`config.mk`:
```
export PLATFORM = sky130hd
export DESIGN_NAME = ps2_key_ctrl
export DESIGN_NICKNAME = d
export VERILOG_FILES = /design/src/rtl/ps2_key_ctrl.sv
export SDC_FILE = /design/constraint.sdc
export NUM_CORES = 1
export LEC_CHECK = 0
export ABC_CLOCK_PERIOD_IN_PS = 1640
export CORE_ASPECT_RATIO = 1.5
export CORE_UTILIZATION = 45
export DETAILED_ROUTE_END_ITERATION = 12
export GPL_ROUTABILITY_DRIVEN = 1
export HOLD_SLACK_MARGIN = 0.15
export PLACE_DENSITY = 0.75
export SLEW_MARGIN = 0
export SYNTH_ARGS = -nofsm -noshare
export SYNTH_HDL_FRONTEND = slang
export SYNTH_SLANG_ARGS = --single-unit
```
`constraint.sdc`:
```
create_clock -name clk -period 1.64 [get_ports clk]
set_input_delay 0.328 -clock clk [delete_from_list [all_inputs] [get_ports clk]]
set_output_delay 0.328 -clock clk [all_outputs]
set_load 0.02 [all_outputs]
```
`src/rtl/ps2_key_ctrl.sv`:
```
// PS/2 key sequencer: pops receiver FIFO bytes, decodes make/break/extended codes,
// filters typematic repeats and presents the single held key to the display path.
module ps2_key_ctrl #(
    parameter int TIMEOUT_CYC = 1000000,
    parameter int CNT_W       = 8
) (
    input  logic             clk,
    input  logic             clrn,
    input  logic             ps2_ready,
    input  logic [7:0]       ps2_data,
    input  logic             ps2_overflow,
    output logic             nextdata_n,
    output logic [7:0]       scan_code,
    output logic             ext_key,
    output logic             key_released,
    output logic             key_event,
    output logic [CNT_W-1:0] press_count,
    output logic             err_overflow
);

    localparam int TW = $clog2(TIMEOUT_CYC + 1);

    typedef enum logic [1:0] {IDLE, EXT, BRK, EXT_BRK} state_t;

    state_t        state;
    state_t        state_nx;
    logic [7:0]    byte_p0;
    logic          vld_p0;
    logic [TW-1:0] tcnt;
    logic          fetch;
    logic          do_make;
    logic          do_break;
    logic          code_ext;
    logic          held_match;

    // vld_p0 doubles as the one-cycle gap that keeps ps2_ready from being
    // re-sampled before the FIFO read pointer has moved.
    assign fetch = ps2_ready && !vld_p0;

    // Stage p0: pop strobe and byte capture
    always_ff @(posedge clk or negedge clrn) begin
        if (!clrn) begin
            nextdata_n <= 1'b1;
            vld_p0     <= 1'b0;
        end else begin
            nextdata_n <= !fetch;
            vld_p0     <= fetch;
        end
    end

    always_ff @(posedge clk) begin
        if (fetch)
            byte_p0 <= ps2_data;
    end

    always_comb begin
        state_nx = state;
        do_make  = 1'b0;
        do_break = 1'b0;
        code_ext = 1'b0;
        unique case (state)
            IDLE: begin
                if (byte_p0 == 8'hE0)      state_nx = EXT;
                else if (byte_p0 == 8'hF0) state_nx = BRK;
                else                       do_make  = 1'b1;
            end
            EXT: begin
                code_ext = 1'b1;
                if (byte_p0 == 8'hE0)      state_nx = EXT;
                else if (byte_p0 == 8'hF0) state_nx = EXT_BRK;
                else begin
                    do_make  = 1'b1;
                    state_nx = IDLE;
                end
            end
            BRK: begin
                do_break = 1'b1;
                state_nx = IDLE;
            end
            EXT_BRK: begin
                code_ext = 1'b1;
                do_break = 1'b1;
                state_nx = IDLE;
            end
        endcase
    end

    assign held_match = !key_released && (code_ext == ext_key) && (byte_p0 == scan_code);

    // Stage p1: decode FSM and registered key state
    always_ff @(posedge clk or negedge clrn) begin
        if (!clrn) begin
            state        <= IDLE;
            tcnt         <= '0;
            scan_code    <= 8'h00;
            ext_key      <= 1'b0;
            key_released <= 1'b1;
            key_event    <= 1'b0;
            press_count  <= '0;
            err_overflow <= 1'b0;
        end else begin
            key_event <= 1'b0;
            if (ps2_overflow)
                err_overflow <= 1'b1;
            if (vld_p0) begin
                tcnt  <= '0;
                state <= state_nx;
                if (do_make && !held_match) begin
                    scan_code    <= byte_p0;
                    ext_key      <= code_ext;
                    key_released <= 1'b0;
                    key_event    <= 1'b1;
                    press_count  <= press_count + 1'b1;
                end
                if (do_break && held_match) begin
                    key_released <= 1'b1;
                    key_event    <= 1'b1;
                end
            end else if (state != IDLE) begin
                // A stalled prefix is dropped silently; outputs keep their values.
                if (tcnt == TW'(TIMEOUT_CYC - 1)) begin
                    state <= IDLE;
                    tcnt  <= '0;
                end else begin
                    tcnt <= tcnt + 1'b1;
                end
            end
        end
    end

endmodule
```
==> metrics.cfg, run 1 <==
[grt]
grt_max_degree = 19
grt_usage = 0.220
antenna_found_initial = 0
grt.overflow.total = 0
grt_pass1_vias = 2185
grt_pass1_wl_um = 10100

[detailed_routing]
drtIter0Drc = 112
drtAntennaViolNets = 0
vias_per_cell = 5.68
drt_pass1_iterations = 4
wirelength_um = 6640
num_vias = 2187
drt-wirelength-per-cell_um = 17.2
remaining_drc_errors = 0

[floorplanning]
design.core.area_um2 = 5450
start_util = 0.466
num_rows = 33
die_w_um = 63.3
die_h_um = 94.0
num_io_pins = 33
dieArea_um2 = 5950

[sta]
setup_viol_count_final = 24
fin_skew_ps = 6.81
fin_setup_tns_ps = -1670
fmax_mhz = 558
max_slew_margin = 0.686
min_period_ps = 1790
slew_viol_final = 0
hold_viol_final = 0
setup_ws_ps = -153
finalCritPeriodShare = 1.09
rsz0062_at_grt = yes
worst_pin_slew_ps = 470

[pwr]
p_per_area_nw_per_um2 = 857
p_leak_nw = 1.65
ir_worst_vdd_mv = 0.584
power_mw = 3.14

[cells_and_area]
regArea_um2 = 1350
area_delta_synth_final_pct = 44.4
num-fill-cells = 404
multiInputGateArea_um2 = 1320
fin_area_um2 = 3670
utilization = 0.673
final_layout_size_suffix_gt1_frac = 0.394
diodes = 0
fin_nets = 328

[place]
dpl.hpwl_um = 4550
place_area_um2 = 3280
port-buffer-count = 32
place_congestion = 0.879

[logic_synthesis]
synth.cell_area_um2 = 2540
synth_cell_types = 48
synth_nets = 240
netlist_instances = 226
synth.ff_latch_count = 52
postSynthAreaPerCell_um2 = 11.2
synth-edff-count = 8
synth_ff_type = dfrtp_1
yosys_warnings = 0
yosysSeqAreaShare = 0.529
async_flop_share = 0.846

[clock_tree]
cts_root_buf = clkbuf_8
htreeDepth = 2
cts.sinks = 52
cts_buffers = 5
cts_tree = done
clk_latency_ps = 310
path_clk_slew_ps = 100
cts_buffer_depth = 2

[critical_path]
r2r-end = scan_code[2]
r2r_start = byte_p0[3]
worst-path-stages = 5
crit_path_end_kind = flip-flop
slowest_delay_ps = 450
critPathSlowestCell = edfxtp_1
criticalPathCategory = reg2reg
cp.arrival_ps = 1990
worstPathRequired_ps = 1840
cp_max_fo = 6
cp_top_family = flip-flops
reg2reg_depth = 5
crit_chain = xor2_1, nor4_4, a31oi_2, buf_6, mux2_2
endpoint = scan_code[2]
r2r_slack_ps = -150
critPathLaunchType = flip-flop
worst-path-buf-inv = 1
crit_path_start = byte_p0[3]

[run]
maxCapViolCount = 0

[outcome]
violations = setup timing
status = complete, but fails checks

[min_path]
min_path_type = in2async

worst reg2reg max path: stages, from the launching register on:
cell      delay, ps
edfxtp_1        450
xor2_1          340
nor4_4           70
a31oi_2         300
buf_6           180
mux2_2          340
cells in the final DEF (no fill, tap or decap), types with 5 or more instances in the layout:
cell type         n
a21oi_1           5
edfxtp_1          8
clkbuf_8          5
nand4_1           8
nor2_1           14
and3_1            6
xnor2_1           5
buf_6             9
clkdlybuf4s50_1  11
dfrtp_1          36
buf_4            46
dlygate4sd2_1    16
nand3_1           9
a31oi_1           8
xor2_1           10
nand2_1          19
mux2_2            5
inv_1             7
dfrtp_2           6
per-layer routing:
layer,global-route usage,routed length (um),up-vias
li1,-,-,1004
met1,0.240,2440,1099
met2,0.402,3770,61
met3,0.0316,190,23
met4,0.119,236,0
met5,0,0,-
sequential cells by signal, indices dropped and copies added (netlist names):
| register | count |
|---|---|
| tcnt | 20 |
| err_overflow | 1 |
| byte_p0 | 8 |
| ext_key | 1 |
| press_count | 8 |
| vld_p0 | 1 |
| nextdata_n | 1 |
| scan_code | 8 |
| state | 2 |
| key_event | 1 |
| key_released | 1 |
worst min path at each step:
stage	to	slack (ps)	cells after the start
2_1_floorplan	err_overflow	30	0
3_3_place_gp	scan_code[5]	230	1
3_5_place_dp	scan_code[7]	240	1
4_1_cts	scan_code[5]	430	2
5_1_grt	err_overflow	460	2
6_report	scan_code[7]	440	2
synthesized netlist by cell type (2+ instances only):
master	number	share of area
dfrtp_1	42	0.41
nand2_1	20	0.030
nor2_1	15	0.022
nand3_1	12	0.024
xor2_1	12	0.041
a21oi_1	11	0.022
a31oi_1	8	0.020
edfxtp_1	8	0.095
inv_1	8	0.012
nand4_1	8	0.020
and3_1	7	0.017
mux2_2	6	0.027
o21ai_0	6	0.012
xnor2_1	6	0.021
nand2b_1	5	0.012
a41oi_1	4	0.014
mux2_4	3	0.018
nor4_2	3	0.015
or3_1	3	0.0074
a22o_1	2	0.0069
buf_2	2	0.0039
buf_6	2	0.0089
clkbuf_1	2	0.0030
dfstp_2	2	0.021
ha_1	2	0.0099
nor3_1	2	0.0039
nor4_1	2	0.0049
nor4b_1	2	0.0069
or2_2	2	0.0049
kinds of logic after synthesis:
group | after synthesis | share of synthesized area
mux | 10 | 0.0483
xor+xnor | 18 | 0.0621
flops | 52 | 0.529
fa+ha+maj | 2 | 0.00986
simple gates | 88 | 0.202
compound gates | 41 | 0.118
buf+inv | 15 | 0.0306
timing repair:
item                                    4_1_cts  5_1_grt
gates resized for setup                      29       42
hold buffers                                  1        0
buffers inserted                              3        3
endpoints found under the setup margin       44       39
pin swaps                                     8       26
gates cloned                                  1        0
hold endpoints to repair                      9        0
where the power goes:
part           switching (mW)  total [mW]  internal [mW]
Clock                   0.433       0.885          0.453
Combinational           0.374       0.698          0.325
Sequential              0.126        1.56           1.43
Total                   0.933        3.14           2.21
area by class of cell:
class,count,share of cell area
clock buffers,5,0.0188
flip-flops and latches,52,0.369
inverters,8,0.00819
well taps,70,0.0239
multi-input cells,159,0.361
clock inverters,3,0.0116
repair buffers,88,0.208
stage by stage:
stage / hold slack (ps) / cells / setup slack [ps]
floorplan: 32.4 / 226 / -75.3
global placement: 230 / 370 / -90.4
detailed placement: 236 / 370 / -117
CTS: 434 / 383 / -99.7
global route: 457 / 385 / -222
finish: 439 / 385 / -153
No activity file was read; power rests on OpenSTA's default activity.
==> run 2, diff against run 1 <==
--- a/config.mk
+++ b/config.mk
@@ -7,11 +7,11 @@
 export LEC_CHECK = 0
 export ABC_CLOCK_PERIOD_IN_PS = 1640
 export CORE_ASPECT_RATIO = 1.5
-export CORE_UTILIZATION = 45
+export CORE_UTILIZATION = 49
 export DETAILED_ROUTE_END_ITERATION = 12
 export GPL_ROUTABILITY_DRIVEN = 1
 export HOLD_SLACK_MARGIN = 0.15
-export PLACE_DENSITY = 0.75
+export PLACE_DENSITY = 0.8
 export SLEW_MARGIN = 0
 export SYNTH_ARGS = -nofsm -noshare
 export SYNTH_HDL_FRONTEND = slang
==> run 2 against run 1 <==
Compared with the run above:
- clock skew rose by 11 ps
- die area fell by 8.0%
- utilization rose by 11 points
- global-route usage rose by 3.0 points
- total power rose by 4.6%
- combinational power rose by 5.3%
- worst hold slack improved by 27 ps
- clock power rose by 10%
- wire length rose by 22%
- the run still ends with setup timing left
- largest power group unchanged
==> metrics.cfg, run 2 (synthesized netlist as in run 1, its figures left out) <==
[cells_and_area]
final_cells = 391  ; +1.6%
multiInputGateArea_um2 = 1340  ; +1.1%
final_cell_mix = 50 x buf_4, 34 x dfrtp_1, 20 x nand2_1
largest-register = tcnt
regArea_um2 = 1350  ; +0.19%
area_delta_synth_final_pct = 50.6
largest_reg_flops = 20  ; unchanged
num-fill-cells = 268  ; -34%
diodes = 0  ; unchanged
final_layout_size_suffix_gt1_frac = 0.415  ; +0.0217
final_common_cell = buf_4
fin_nets = 338  ; +3.0%

[grt]
grt.overflow.total = 0  ; unchanged
met1_usage = 0.288  ; +0.0476
met2_usage = 0.434  ; +0.0316
grt_pass1_vias = 2210  ; +1.1%
antenna_found_initial = 0  ; unchanged
gr-max-usage-layer = met2
grt_pass1_wl_um = 10300  ; +1.8%
grt_max_degree = 30  ; +11
use_met3 = 0.0403  ; +0.00873
grt_usage = 0.250  ; +0.0300

[pwr]
ir_worst_vdd_mv = 0.461  ; -21%
p_leak_nw = 1.71  ; +3.8%
power_mw = 3.29  ; +4.6%
p_per_area_nw_per_um2 = 860  ; +0.29%

[place]
dpl.hpwl_um = 4440  ; -2.4%
post-place-ws_ps = -118  ; -1.52 ps
dp_cells = 367  ; -0.81%
place_congestion = 0.931  ; +5.9%
port-buffer-count = 32  ; unchanged

[floorplanning]
design.core.area_um2 = 4890  ; -10%
die_w_um = 60.8  ; -4.0%
num_rows = 31  ; -6.1%
start_util = 0.519  ; +0.0537
die_h_um = 90.2  ; -4.1%
dieArea_um2 = 5480  ; -8.0%
num_io_pins = 33  ; unchanged

[critical_path]
criticalPathCategory = reg2reg
cp.arrival_ps = 2080  ; +90 ps
r2r_start = byte_p0[2]
r2r-end = key_event
reg2reg_depth = 5  ; unchanged
crit_path_end_kind = flip-flop
cp_max_fo = 3  ; -3
r2r_slack_ps = -240  ; -90 ps
worstPathRequired_ps = 1830  ; about the same
critPathLaunchType = flip-flop

[sta]
rsz0062_at_grt = yes
min_period_ps = 1880  ; +87.9 ps
hold_viol_final = 0  ; unchanged
max_slew_margin = 0.701  ; +0.0156
fin_skew_ps = 17.8  ; +11.0 ps
fin_setup_tns_ps = -4040  ; -2370 ps
setup_viol_count_final = 33  ; +38%
fin_hold_ws_ps = 466  ; +26.6 ps
setup_ws_ps = -241  ; -87.9 ps
finalCritPeriodShare = 1.15  ; +0.0536
worst_pin_slew_ps = 447  ; -23.1 ps
slew_viol_final = 0  ; unchanged
fmax_mhz = 532  ; -4.7%

[outcome]
violations = setup timing
status = complete, but fails checks

[detailed_routing]
drt_pass1_iterations = 4  ; unchanged
drtIter0Drc = 151  ; +35%
vias_per_cell = 6.01  ; +5.7%
drtAntennaViolNets = 0  ; unchanged
wirelength_um = 8080  ; +22%
num_vias = 2348  ; +7.4%
remaining_drc_errors = 0  ; unchanged
drt-wirelength-per-cell_um = 20.7  ; +20%

[run]
maxCapViolCount = 0  ; unchanged

[clock_tree]
cts.sinks = 52  ; unchanged
cts_tree = done
cts_buffer_depth = 2  ; unchanged
cts_buffers = 5  ; unchanged
cts_root_buf = clkbuf_8
htreeDepth = 2  ; unchanged
path_clk_slew_ps = 100  ; about the same
clk_latency_ps = 310  ; about the same

[min_path]
min_path_type = in2async

run 2: cell count changes in the layout (fill, tap and decap cells not counted), sizes merged:
cell          before  now
clkbuf             5    8
dlymetal6s2s       4    3
buf               56   65
clkinv             2    0
dlygate4sd2       16   17
run 2: power breakdown:
group          switching (mW)  internal [mW]  leakage (nW)
registers               0.142           1.43         0.637
clock network           0.428          0.549        0.0636
logic                   0.398          0.337          1.01
total                   0.968           2.32          1.71
run 2: layout make-up:
class,instances,area share
well taps,66,0.0216
flip-flops and latches,52,0.354
clock inverters,1,0.00786
multi-input cells,159,0.350
repair buffers,98,0.233
clock buffers,7,0.0255
inverters,8,0.00786
run 2: per-stage QoR:
step	instance area, um2	utilization
after detailed placement	3310	0.676
after CTS	3550	0.726
after floorplan	2560	-
final	3820	0.782
after global placement	3310	0.676
after global routing	3820	0.782
run 2: worst max-delay path, cell delays in order, from the launching register on:
cell      delay, ps
edfxtp_1        510
xor2_2          210
nor4_4          380
and3_1          280
mux2i_1         290
nor2_1           80
run 2: timing repair:
action / CTS / global route
hold endpoints to repair: 15 / 0
gates cloned: 0 / 2
buffers inserted: 7 / 7
endpoints found under the setup margin: 49 / 40
hold buffers: 1 / 0
pin swaps: 14 / 19
resized for setup: 33 / 39
run 2: worst max-delay path by stage:
stage / startpoint / end / slack [ps] / depth (start not counted)
floorplan: scan_code[4] / scan_code[6] / -80 / 5
global route: byte_p0[2] / key_event / -310 / 5
CTS: byte_p0[3] / ext_key / -100 / 5
global placement: tcnt[15] / tcnt[17] / -70 / 5
finish: byte_p0[2] / key_event / -240 / 5
detailed placement: byte_p0[3] / ext_key / -120 / 5
run 2: routing by layer:
metal,wire [um],vias to the layer above
met4,346,0
met1,3030,1187
met2,4330,103
li1,-,1021
met3,379,37
met5,0,-
